$ cat config.mk
export PLATFORM = sky130hd
export DESIGN_NAME = score_digit_renderer
export DESIGN_NICKNAME = d
export VERILOG_FILES = /design/src/rtl/score_digit_renderer.sv
export SDC_FILE = /design/constraint.sdc
export NUM_CORES = 1
export LEC_CHECK = 0
export BUFFER_PORTS_ARGS = -buffer_cell sky130_fd_sc_hd__buf_2
export CAP_MARGIN = 20
export CORE_MARGIN = 2
export CORE_UTILIZATION = 55
export DETAILED_ROUTE_END_ITERATION = 6
export PLACE_DENSITY_LB_ADDON = 0.15
export SETUP_SLACK_MARGIN = 0.1
export SLEW_MARGIN = 5
export SYNTH_ARGS = -nofsm -noshare
export SYNTH_HDL_FRONTEND = slang
export SYNTH_SLANG_ARGS = --single-unit
$ cat constraint.sdc
create_clock -name clk -period 3.77 [get_ports clk]
set_clock_uncertainty 0.1 [all_clocks]
set_input_delay 0.1885 -clock clk [delete_from_list [all_inputs] [get_ports clk]]
set_output_delay 0.1885 -clock clk [all_outputs]
set_load 0.005 [all_outputs]
$ cat src/rtl/score_digit_renderer.sv
// Four-digit score overlay: serial binary-to-BCD conversion feeding a 24x24 glyph ROM pixel pipeline.
// Optional build macro LEADING_ZERO_BLANK_EN blanks leading zero glyphs (units glyph always shown).
module score_digit_renderer #(
    parameter int X0  = 16,
    parameter int Y0  = 8,
    parameter int GAP = 4
) (
    input  logic        clk,
    input  logic        rst_n,
    input  logic [13:0] score,
    input  logic        score_valid,
    input  logic [9:0]  pixel_x,
    input  logic [9:0]  pixel_y,
    input  logic        mem_q,
    output logic [3:0]  mem_digit,
    output logic [9:0]  mem_address,
    output logic        pixel_on,
    output logic        busy
);
    localparam int PITCH = 24 + GAP;

    typedef enum logic [1:0] {S_IDLE, S_CONVERT, S_DONE} state_t;

    state_t      state_q, state_d;
    logic [3:0]  cnt_q, cnt_d;
    logic [13:0] load_q, load_d;
    logic [29:0] shreg_q, shreg_d;
    logic        pend_valid_q, pend_valid_d;
    logic [13:0] pend_score_q, pend_score_d;
    logic [15:0] disp_q, disp_d;
    logic [3:0]  mem_digit_q, mem_digit_d;
    logic [9:0]  mem_address_q, mem_address_d;
    logic        infield1_q, infield1_d;
    logic        infield2_q;
    logic [13:0] score_sat;

    // One double-dabble iteration: bias every BCD nibble >= 5, then shift the whole register left.
    function automatic logic [29:0] dd_step(input logic [29:0] v_in);
        logic [29:0] v;
        v = v_in;
        for (int d = 0; d < 4; d++) begin
            if (v[14+4*d +: 4] >= 4'd5) begin
                v[14+4*d +: 4] = v[14+4*d +: 4] + 4'd3;
            end
        end
        return {v[28:0], 1'b0};
    endfunction

    assign score_sat = (score > 14'd9999) ? 14'd9999 : score;
    assign busy      = (state_q != S_IDLE);

    always_comb begin
        state_d      = state_q;
        cnt_d        = cnt_q;
        load_d       = load_q;
        shreg_d      = shreg_q;
        pend_valid_d = pend_valid_q;
        pend_score_d = pend_score_q;
        disp_d       = disp_q;
        case (state_q)
            S_IDLE: begin
                if (score_valid || pend_valid_q) begin
                    state_d      = S_CONVERT;
                    cnt_d        = 4'd0;
                    load_d       = score_valid ? score_sat : pend_score_q;
                    pend_valid_d = 1'b0;
                end
            end
            S_CONVERT: begin
                // First CONVERT cycle seeds the shift register; the next 14 cycles are the iterations.
                cnt_d   = cnt_q + 4'd1;
                shreg_d = (cnt_q == 4'd0) ? {16'd0, load_q} : dd_step(shreg_q);
                if (cnt_q == 4'd14) begin
                    state_d = S_DONE;
                end
            end
            S_DONE: begin
                disp_d  = shreg_q[29:14];
                state_d = S_IDLE;
            end
            default: state_d = S_IDLE;
        endcase
        if (state_q != S_IDLE && score_valid) begin
            pend_valid_d = 1'b1;
            pend_score_d = score_sat;
        end
    end

    // Glyph hit detection, one comparator pair per glyph; 11-bit compares avoid wrap at the screen edge.
    logic       in_y;
    logic [9:0] row10;
    logic [3:0] hit;
    logic [3:0] show;
    logic [9:0] col10 [4];

    assign in_y  = ({1'b0, pixel_y} >= 11'(Y0)) && ({1'b0, pixel_y} < 11'(Y0 + 24));
    assign row10 = pixel_y - 10'(Y0);

    generate
        for (genvar gi = 0; gi < 4; gi++) begin : g_glyph
            localparam int LEFT = X0 + gi * PITCH;
            assign hit[gi]   = in_y && ({1'b0, pixel_x} >= 11'(LEFT))
                                    && ({1'b0, pixel_x} < 11'(LEFT + 24));
            assign col10[gi] = pixel_x - 10'(LEFT);
        end
    endgenerate

`ifdef LEADING_ZERO_BLANK_EN
    assign show[0] = (disp_q[15:12] != 4'd0);
    assign show[1] = show[0] || (disp_q[11:8] != 4'd0);
    assign show[2] = show[1] || (disp_q[7:4] != 4'd0);
    assign show[3] = 1'b1;
`else
    assign show = 4'b1111;
`endif

    always_comb begin
        mem_digit_d   = 4'd0;
        mem_address_d = 10'd0;
        infield1_d    = 1'b0;
        for (int i = 0; i < 4; i++) begin
            if (hit[i]) begin
                mem_digit_d   = disp_q[15-4*i -: 4];
                mem_address_d = row10 * 10'd24 + col10[i];
                infield1_d    = show[i];
            end
        end
    end

    always_ff @(posedge clk or negedge rst_n) begin
        if (!rst_n) begin
            state_q       <= S_IDLE;
            cnt_q         <= 4'd0;
            load_q        <= 14'd0;
            shreg_q       <= 30'd0;
            pend_valid_q  <= 1'b0;
            pend_score_q  <= 14'd0;
            disp_q        <= 16'd0;
            mem_digit_q   <= 4'd0;
            mem_address_q <= 10'd0;
            infield1_q    <= 1'b0;
            infield2_q    <= 1'b0;
        end else begin
            state_q       <= state_d;
            cnt_q         <= cnt_d;
            load_q        <= load_d;
            shreg_q       <= shreg_d;
            pend_valid_q  <= pend_valid_d;
            pend_score_q  <= pend_score_d;
            disp_q        <= disp_d;
            mem_digit_q   <= mem_digit_d;
            mem_address_q <= mem_address_d;
            infield1_q    <= infield1_d;
            infield2_q    <= infield1_q;
        end
    end

    assign mem_digit   = mem_digit_q;
    assign mem_address = mem_address_q;
    // mem_q lines up with the second in-field stage because the ROM adds one cycle.
    assign pixel_on    = mem_q & infield2_q;

endmodule

# [Yosys cells after proc, flatten, opt, wreduce, memory -nomap -nowiden]
# Index checks and enable logic that the tools add are counted.
[op_classes] mul=1 bitwise=1 n_mux=27 n_addsub=14 reduce_logical=21 n_lt_le_gt_ge=15 n_eq_ne=5
[op_table] operator="$add A10 B10 Y10" n=4
[op_table] operator="$mux W10" n=4
[op_table] operator="$mux W4" n=8
[op_table] operator="$lt A10 B7 Y1 const B" n=3
[op_table] operator="$mux W30" n=1
[op_table] operator="$mux W14" n=2
[op_table] operator="$ge A10 B7 Y1 const B" n=2
[op_table] operator="$lt A10 B6 Y1 const B" n=2
[op_table] operator="$sub A10 B7 Y10 const B" n=2
[op_table] operator="$ge A4 B3 Y1 const B" n=4
[op_table] operator="$gt A14 B14 Y1 const B" n=1
[op_table] operator="$add A4 B2 Y4 const B" n=3
[op_table] operator="$ge A10 B4 Y1 const B" n=1
[op_table] operator="$ge A10 B5 Y1 const B" n=1
[op_table] operator="$ge A10 B6 Y1 const B" n=1
[op_table] operator="$logic_and A1 B1 Y1" n=10
[op_table] operator="$mul A10 B2 Y7 const B" n=1
[op_table] operator="$sub A10 B4 Y10 const B" n=1
[op_table] operator="$sub A10 B5 Y10 const B" n=1
[op_table] operator="$sub A10 B6 Y10 const B" n=1
[op_table] operator="$pmux W4 S2" n=1
[op_table] operator="$reduce_and A2 Y1" n=4
[op_table] operator="$reduce_bool A2 Y1" n=4
[op_table] operator="$mux W1" n=7
[op_table] operator="13 further kinds" n=15
[word_totals] elab_cells=95 out_inout_bits=16 ff_bits=97 in_bits=38

# [Logic depth before layout (Yosys ltp)]
# Gate-level depths: netlist of the first run.
[depth] ltp_word=8 ltp_mapped=14 depth_no_buf=14

# [Worst setup path before layout of the first run]
# Ideal clock, no wire load.
[synth_path] path_kind="input -> register" from="input port pixel_y[0]" to="register mem_address_q[9] (netlist: mem_address[9])" setup_ps=137 required_ps=3533 stages=13 t_arrival_ps=2662 path_buffers=0 setup_slack_ps=871 cell_sequence="ha_1 fa_1 inv_1 ha_1 inv_1 ha_1 a21o_1 a21oi_1 a211oi_1 a211oi_1 xor2_1 a22oi_1 o311ai_1"
[synth_between] elab_chain_len=8 elab_cells_between_ends=21 classes_between="add/sub: 5; mul: 1; order compare: 2; mux: 4; reduce/logical: 9"
[synth_lines] item="start: declaration" line="13" source="input logic [9:0] pixel_y,"
[synth_lines] item="parallel branches: the longest is 7 deep, another holds $sub A10 B4 Y10"
[synth_lines] item="$mux W10 (*)" line="122" source="if (hit[i]) begin"
[synth_lines] item="net mem_address_d[9]" line="32" source="logic [9:0] mem_address_q, mem_address_d;"
[synth_lines] item="end signal: assignment" line="152" source="mem_address_q <= mem_address_d;"
[synth_lines] item="end: declaration" line="32"
# Mark *: on every way through the listed nets, which the timed path passes.
# A chain may end at the register's enable or synchronous reset.

# [Final worst setup path of the first run]
# Ends and elaborated chain as after synthesis.

==> metrics list, run 1 <==
- Before antenna repair, the detailed router went through 5 iterations.
- For this configuration, the core starts out at a cell density of 55.82%.
- After detailed routing, the number of remaining DRC violations is 0.
- In the post-synthesis netlist, the biggest area contributors are sky130_fd_sc_hd__dfrtp_1 43%, sky130_fd_sc_hd__ha_1 8.6%, sky130_fd_sc_hd__nand2_1 5.2%, sky130_fd_sc_hd__o21ai_0 5.0%, sky130_fd_sc_hd__mux2_2 3.8%.
* Final-report setup violation count: 0
* Global routing usage summed across all routing layers: 21.59%
- The later pin in the worst-skew pair is clocked with a latency of 0.36 ns.
* Sequential share of the synthesized area: 42.69%
- The netlist uses 63 different library cells.
- For this design the top-level I/O count stands at 54.
- The via count of the first global-routing pass is 4,198.
- Cells along the critical path: buf_2 > ha_1 > fa_1 > inv_1 > ha_1 > inv_1 > ha_1 > a21o_1 > a21oi_1 > a211oi_1 > a211oi_1 > xor2_1 > a22oi_1 > o311ai_1
- Vias per cell: 5.509
- Instance area at placement: 6076 µm²
- Count of mapped cells out of synthesis: 582
- At the pin with the least slew margin, the transition time is 0.9127 ns.
* Number of maximum-capacitance constraint violations: 0
- The initial antenna violation count was 0.
- The synthesized design contains 97 register bits.
* Total count of max-transition violations in the final report: 0
* Fraction of final layout cells with drive strength greater than 1: 16.82%
- Resize count post-CTS: 0
- Leak Pwr: 3.042 nW
- The slowest stage of the critical path belongs to the cell sky130_fd_sc_hd__fa_1.
* CTS tree: done
- The run finished with clean final reports.
- Die area: 11,170 µm²
- Most used flip-flop cell after synthesis: sky130_fd_sc_hd__dfrtp_1
* Arrival time at the worst endpoint: 3.01 ns
* GRT overflow: 0
- The clock net in this run drives a total of 97 sinks.
* Reg2reg setup slack: 1.76 ns
* Post-DP HPWL: 8.238 mm
* Critical path startpoint category: primary input
- Maximum number of pins on one net before global-route repair: 76
* Number of nets produced by synthesis: 664
- Proportion of netlist area held by the largest area contributor: 42.69%
* Time the worst path needs with I/O delays and setup: 2.874 ns
- After routing the design area is 6334 µm².
- The detail route stage leaves a number of antenna-violating nets equal to 0.
* P_sw: 0.001463 W
* Post-layout net count: 719
- Clock root buffer: sky130_fd_sc_hd__clkbuf_8
* Total internal power: 0.002283 W
- WL per Instance: 14.58 µm
- On the worst path, the slowest cell contributes a delay of 0.51 ns.
- A synthesized cell averages 9.769 µm².
- Largest fanout on the critical path: 4
* Filler Cell Count: 874
- The number of setup buffers added after CTS is 0.
- Number of flops mapped to enable cells by yosys: 0
- At the end of routability-driven placement, the weighted congestion stood at 0.8485.
* Max VDD drop: 0.3783 mV
- For this block, the initial DRC count from the detailed router was 201.
- CP dominant cell by count: sky130_fd_sc_hd__ha_1
- Share of flip-flops with an asynchronous set or reset: 100.0%
- The floorplan step set the die height to 105.7 µm.
- 0 antenna diodes ended up in the layout.
* Number of buffers inserted during clock tree synthesis: 9
- The clock network burns 16.5% of the power.
- Area of the mapped netlist: 5685 µm²
- Clock-pin slew reported for the worst setup and hold paths after clock tree synthesis: 0.10 ns
- Number of port buffers: 53
- Period utilization: 76.24%
- The die is 105.7 µm wide.
- For this block, the via count after detailed routing is 4,286.
* Power share of the combinational group: 41.3%
- The first global-routing pass estimated 19.56 mm of wire.
- Worst Setup End Kind: flop
* Switching share of power: 39.05%
* Area Overhead vs Synth: 11.40%
- Registers are responsible for 42.2% of the overall power.
- Synth warn: 0
* Total Negative Setup Slacks: 0 ns
- The H-tree generated during clock tree synthesis spans 3 levels.
- Static timing analysis puts the maximum clock frequency at 0.3479 GHz.
- Measured against its own limit, the worst slew margin works out to 38.93%.
- The floorplan has 37 rows.
* Required time at the endpoint of the critical path: 3.90 ns
* Number of hold-slack violations in the final timing report: 0
* Unrepaired setup endpoints after global routing: false
- Kind of critical path: in2reg
* Final Routed Wirelength: 11.35 mm
* Pwr dens: 591.4 nW/µm²
- Cell taking the most area after synthesis: sky130_fd_sc_hd__dfrtp_1
- Floorplan core area: 10,180 µm²
- No sink is reached through more buffers than the 2 on the longest clock path.
* HP Class: in2reg
cell usage after synthesis, drive strengths merged, types with 2 or more instances:
library cell and number:
dfrtp 97, nand2 80, o21ai 66, inv 44
ha 39, nor2 30, a21oi 24, mux2 19
clkbuf 17, mux2i 17, xnor2 15, xor2 13
nor2b 11, a21o 8, a31oi 7, buf 7
nand2b 7, nand3 7, a222oi 5, a22o 5
fa 5, o31ai 5, a211oi 4, a32o 4
a22oi 3, and2 3, maj3 3, nor4 3
o211ai 3, o221ai 3, o41ai 3, a221oi 2
and3 2, nor3b 2, o311ai 2, or2 2
sequential cells by signal (all words and copies together), names as in the netlist, 2 cells and up:
register,count
cnt_q,4
disp_q,16
load_q,14
mem_address,10
mem_digit,4
pend_score_q,14
shreg_q,30
state_q,2
power by group through the flow:
stage / logic (W) / registers [W] / clock network (W)
global route: 0.00178 / 0.00163 / 0.000676
floorplan: 0.00120 / 0.00154 / 0
detailed placement: 0.00153 / 0.00160 / 0
CTS: 0.00154 / 0.00158 / 0.000635
finish: 0.00155 / 0.00158 / 0.000618
global placement: 0.00147 / 0.00159 / 0
layer usage:
layer / part of all wire, % / vias up / global-route usage, %
met3: 4.7 / 17 / 3.278
met1: 47 / 2030 / 29.37
met5: 0 / - / 0
met4: 1.1 / 0 / 6.015
li1: - / 2132 / -
met2: 48 / 107 / 36.13
path summary, 6_finish.rpt:
path,to,cells past startpoint,start
worst max-delay path,mem_address[9],14,pixel_y[0]
worst min-delay path,pend_score_q[0],3,score[0]
worst max register to register,shreg_q[17],5,cnt_q[0]
worst min register to register,infield2_q,0,infield1_q
max in group asynchronous,load_q[8],3,rst_n
min in group asynchronous,disp_q[1],2,rst_n
layout make-up:
type | instances | area, µm² | share of cell area [%]
flip-flops and latches | 97 | 2427 | 38.32
clock inverters | 4 | 27.53 | 0.4346
clock buffers | 12 | 145.1 | 2.292
multi-input cells | 417 | 2993 | 47.25
well taps | 136 | 170.2 | 2.687
inverters | 44 | 165.2 | 2.608
repair buffers | 68 | 405.4 | 6.401
critical path: cells and delay by family:
kind                       cells  cell delay, ns
buffers and inverters          3            0.28
xor gates and xnor gates       1            0.10
adders and majority gates      4            1.38
AOI/OAI and AO/OA              6            1.05
per-stage QoR:
| stage | setup slack [ns] | total power [W] | util [%] | instances | hold WS [ns] |
|---|---|---|---|---|---|
| CTS | 0.9168 | 0.003755 | 62.04 | 777 | 0.01139 |
| global placement | 0.5847 | 0.003058 | 59.66 | 754 | 0.2328 |
| detailed placement | 0.5338 | 0.003130 | 59.66 | 754 | 0.2426 |
| finish | 0.8956 | 0.003746 | 62.19 | 778 | 0.02715 |
| global route | 0.7343 | 0.004081 | 62.19 | 778 | 0.03633 |
| floorplan | 0.8707 | 0.002734 | - | 582 | -0.2071 |
repair_timing:
item                                    4_1_cts  5_1_grt
endpoints found under the hold margin        80        0
hold buffers                                  7        0
endpoints found under the setup margin        0        0
cell families (layout without fill, tap and decap cells):
family,after synthesis,in the layout,share of synthesized area [%]
xor+xnor,28,28,4.446
simple gates,153,153,12.83
compound gates,153,153,17.58
mux,36,36,6.756
buf+inv,68,128,4.819
fa+ha+maj,47,47,10.87
flops,97,97,42.69
placed cells by master (no fill, tap or decap), types with 10 or more instances in the layout:
master                     instances
sky130_fd_sc_hd__dfrtp_1          97
sky130_fd_sc_hd__a21oi_1          24
sky130_fd_sc_hd__ha_1             39
sky130_fd_sc_hd__xor2_1           13
sky130_fd_sc_hd__xnor2_1          14
sky130_fd_sc_hd__mux2i_1          17
sky130_fd_sc_hd__nor2b_1          11
sky130_fd_sc_hd__nor2_1           29
sky130_fd_sc_hd__buf_2            52
sky130_fd_sc_hd__nand2_1          79
sky130_fd_sc_hd__mux2_2           19
sky130_fd_sc_hd__clkbuf_8         10
sky130_fd_sc_hd__inv_1            44
sky130_fd_sc_hd__o21ai_0          57
Power figures use the tool's default switching activity.
==> inputs of run 2 (changes only) <==
--- a/config.mk
+++ b/config.mk
@@ -5,10 +5,11 @@
 export SDC_FILE = /design/constraint.sdc
 export NUM_CORES = 1
 export LEC_CHECK = 0
+export ABC_AREA = 1
 export BUFFER_PORTS_ARGS = -buffer_cell sky130_fd_sc_hd__buf_2
 export CAP_MARGIN = 20
 export CORE_MARGIN = 2
-export CORE_UTILIZATION = 55
+export CORE_UTILIZATION = 54
 export DETAILED_ROUTE_END_ITERATION = 6
 export PLACE_DENSITY_LB_ADDON = 0.15
 export SETUP_SLACK_MARGIN = 0.1
==> constraint.sdc (replaced) <==
create_clock -name clk -period 2.4 [get_ports clk]
set_clock_uncertainty 0.1 [all_clocks]
set_input_delay 0.12 -clock clk [delete_from_list [all_inputs] [get_ports clk]]
set_output_delay 0.12 -clock clk [all_outputs]
set_load 0.005 [all_outputs]
==> metrics list, run 2 <==
- Result of the run: completed
* Worst hold path depth: 3
- In the synthesized netlist, the number of instances is 752.
* Main area contributors after synthesis: sky130_fd_sc_hd__dfrtp_1 42%, sky130_fd_sc_hd__nand2_1 9.6%, sky130_fd_sc_hd__ha_1 8.3%, sky130_fd_sc_hd__inv_1 7.8%, sky130_fd_sc_hd__o21ai_0 7.4%
- In this run, the number of DRC markers left after iteration 0 of detailed routing was 310.
* Registers with the most flip-flops: shreg_q (30), disp_q (16)
- Entering global routing, the biggest net connects 59 pins.
- Yosys printed 0 warnings.
* DRC Markers: 0
- Pwr dens: 739.8 nW/µm²
- Max VDD drop: 0.6058 mV
- Highest-count cells in the layout ignoring fill and taps: 144 x sky130_fd_sc_hd__nand2_1, 109 x sky130_fd_sc_hd__inv_1, 97 x sky130_fd_sc_hd__dfrtp_1, 82 x sky130_fd_sc_hd__o21ai_0, 54 x sky130_fd_sc_hd__nand3_1
- Initial antenna violation count: 0
- Total power of the final layout: 0.005356 W
- The final critical path takes up 97.69% of the cycle.
* Share of flip-flops with an asynchronous set or reset: 100.0%
- Once layout is done, the placed cells without fillers occupy 7239 µm².
* Worst Setup End Kind: flop
- Routability congestion estimate from global placement: 0.9020
* Proportion of netlist area held by the largest area contributor: 41.52%
* Clock root buffer: sky130_fd_sc_hd__clkbuf_8
- The pre-antenna-repair detailed-routing pass consisted of 6 iterations.
- Setup repair after global routing could not meet its margin everywhere.
* Path depth of the worst reg2reg path: 7
* Via count of the first global-routing pass: 5,152
- After routing, the total negative slack on setup checks comes to 0 ns.
* Post-DP HPWL: 10.17 mm
* Antenna Violating Nets Remaining: 0
* Most common cell after layout, fill and taps aside: sky130_fd_sc_hd__nand2_1
* Std-Cell Rows: 37
- In this run the number of H-tree levels came out at 3.
- WL per Instance: 14.10 µm
- In the final design database the tool counted 943 nets.
- Flip-flop and latch count after synthesis: 97
* Largest register by flop count: shreg_q
- For this run, the leading register cell type out of synthesis is sky130_fd_sc_hd__dfrtp_1.
* Leak Pwr: 3.754 nW
- Data on the critical path arrives at its endpoint at 2.53 ns.
- I/O pin count: 54
* Number of port buffers: 53
* Max Clock Freq: 0.4265 GHz
* Number of flops mapped to enable cells by yosys: 0
- For this run the aggregate overflow at the end of global routing stands at 0.
* Sequential share of the synthesized area: 41.52%
- The tool flagged a number of max-cap violations equal to 0.
* Pin slew with the least headroom to its limit: 0.8205 ns
* Kind of critical path: in2reg
* Global routing usage summed across all routing layers: 25.11%
- Required time at the endpoint of the critical path: 2.58 ns
* Vias per cell: 5.365
* Most used standard cell by instance count after synthesis: sky130_fd_sc_hd__nand2_1
- The repair_antennas step left the layout with diodes totalling 0.
- Most frequent cells after synthesis: 150 x sky130_fd_sc_hd__nand2_1, 121 x sky130_fd_sc_hd__inv_1, 97 x sky130_fd_sc_hd__dfrtp_1
* Time the worst path needs with I/O delays and setup: 2.345 ns
- Measured against its own limit, the worst slew margin works out to 45.17%.
* Clock-pin slew reported for the worst setup and hold paths after clock tree synthesis: 0.09 ns
- Clock tree synthesis inserted a total of 9 buffers.
- Filler Cell Count: 841
- The tree built by TritonCTS fans out to 97 sinks.
* Multi-input gate area in the final layout: 3099 µm²
* Final-report setup violation count: 0
* Final Routed Wirelength: 14.12 mm
* Die area: 11,680 µm²
* Critical path startpoint category: primary input
- Number of nets produced by synthesis: 834
- Die outline width: 108.1 µm
- Largest fanout on the critical path: 4
- Area of the mapped netlist: 5847 µm²
- Vertical die dimension: 108.1 µm
- A synthesized cell averages 7.775 µm².
- Initial cell density of the core: 56.13%
- Counting along the longest clock path gives a buffer depth of 2.
* Number of flip-flops under the largest register name: 30
- Floorplan core area: 10,420 µm²
- The count of final hold-check violations was 0.
- Cell taking the most area after synthesis: sky130_fd_sc_hd__dfrtp_1
- Area Overhead vs Synth: 23.82%
- HP Class: in2reg
- Final design utilization: 69.50%
- The post-route netlist has 21.13% of its cells at a drive strength greater than 1.
- Across the whole layout, storage elements account for 2427 µm².
* Total count of max-transition violations in the final report: 0
* Instance area at placement: 6654 µm²
* Worst-Skew Late Latency: 0.36 ns
* Wire length of the first global-routing pass: 23.40 mm
- Via count of the routed design: 5,376
* Count of cell types in the netlist: 35
- CTS tree: done
run 2: cell types whose count changed after synthesis, sizes merged, moves of 24 or more:
cell / delta
o21ai: +25
nand2: +73
nor2: +24
a21oi: +25
inv: +81
nand3: +50
run 2: layout make-up:
| cell class | instances | share of cell area, % |
|---|---|---|
| multi-input combinational | 507 | 42.81 |
| sequential | 97 | 33.53 |
| timing repair buffer | 119 | 11.51 |
| inverter | 127 | 6.740 |
| tap | 136 | 2.350 |
| clock buffer | 9 | 1.711 |
| clock inverter | 7 | 1.348 |
run 2: worst paths after layout:
| kind | slack (ns) | startpoint | to |
|---|---|---|---|
| max | 0.06 | pixel_y[1] | mem_address[7] |
| min | 0.04 | score[3] | pend_score_q[3] |
| max reg2reg | 0.41 | state_q[1] | load_q[8] |
| min reg2reg | 0.25 | infield1_q | infield2_q |
| max in group asynchronous | 1.36 | rst_n | mem_digit[0] |
| min in group asynchronous | 0.16 | rst_n | mem_address[6] |
run 2: stage by stage:
step | hold slack [ns] | cells | worst slack, ns
global route | 0.05558 | 1002 | -0.07551
global placement | 0.02624 | 962 | -0.3534
detailed placement | 0.02682 | 962 | -0.3876
floorplan | -0.2756 | 752 | -0.09010
finish | 0.03698 | 1002 | 0.05539
CTS | 0.02505 | 998 | 0.07167
run 2: timing repair:
item	CTS	global route
endpoints found under the hold margin	58	0
endpoints found under the setup margin	3	4
setup buffers	1	4
hold buffers	19	0
resized for setup	6	32
pin swaps	10	22
cloned	0	0
run 2: critical path, cell delays in order:
cell	delay, ns
sky130_fd_sc_hd__buf_2	0.12
sky130_fd_sc_hd__ha_4	0.17
sky130_fd_sc_hd__fa_2	0.42
sky130_fd_sc_hd__xor2_2	0.20
sky130_fd_sc_hd__inv_2	0.06
sky130_fd_sc_hd__ha_4	0.30
sky130_fd_sc_hd__inv_4	0.05
sky130_fd_sc_hd__ha_4	0.25
sky130_fd_sc_hd__a21oi_2	0.11
sky130_fd_sc_hd__nand2_1	0.11
sky130_fd_sc_hd__buf_4	0.16
sky130_fd_sc_hd__xor2_1	0.13
sky130_fd_sc_hd__o22ai_1	0.16
sky130_fd_sc_hd__nor2_1	0.07
sky130_fd_sc_hd__a21oi_2	0.09
run 2: power by group:
group	total [W]	leakage, nW	internal [W]	switching, W
Clock	0.00115	0.113	0.000519	0.000635
Combinational	0.00210	2.42	0.000913	0.00119
Sequential	0.00210	1.22	0.00193	0.000170
Total	0.00536	3.75	0.00336	0.00199
run 2: cell families (layout without fill, tap and decap cells):
family	Yosys count	count (layout)	share of synthesized area [%]
simple gates	274	274	19.60
compound gates	171	171	16.20
buf+inv	148	262	9.929
flops	97	97	41.52
fa+ha+maj	44	44	10.06
xor+xnor	18	18	2.696
run 2: metal layers:
| layer | GRT usage, % | routed length [µm] |
|---|---|---|
| met3 | 4.039 | 598 |
| met1 | 33.65 | 6371 |
| met2 | 41.96 | 6881 |
| met5 | 0 | 0 |
| met4 | 7.875 | 272 |
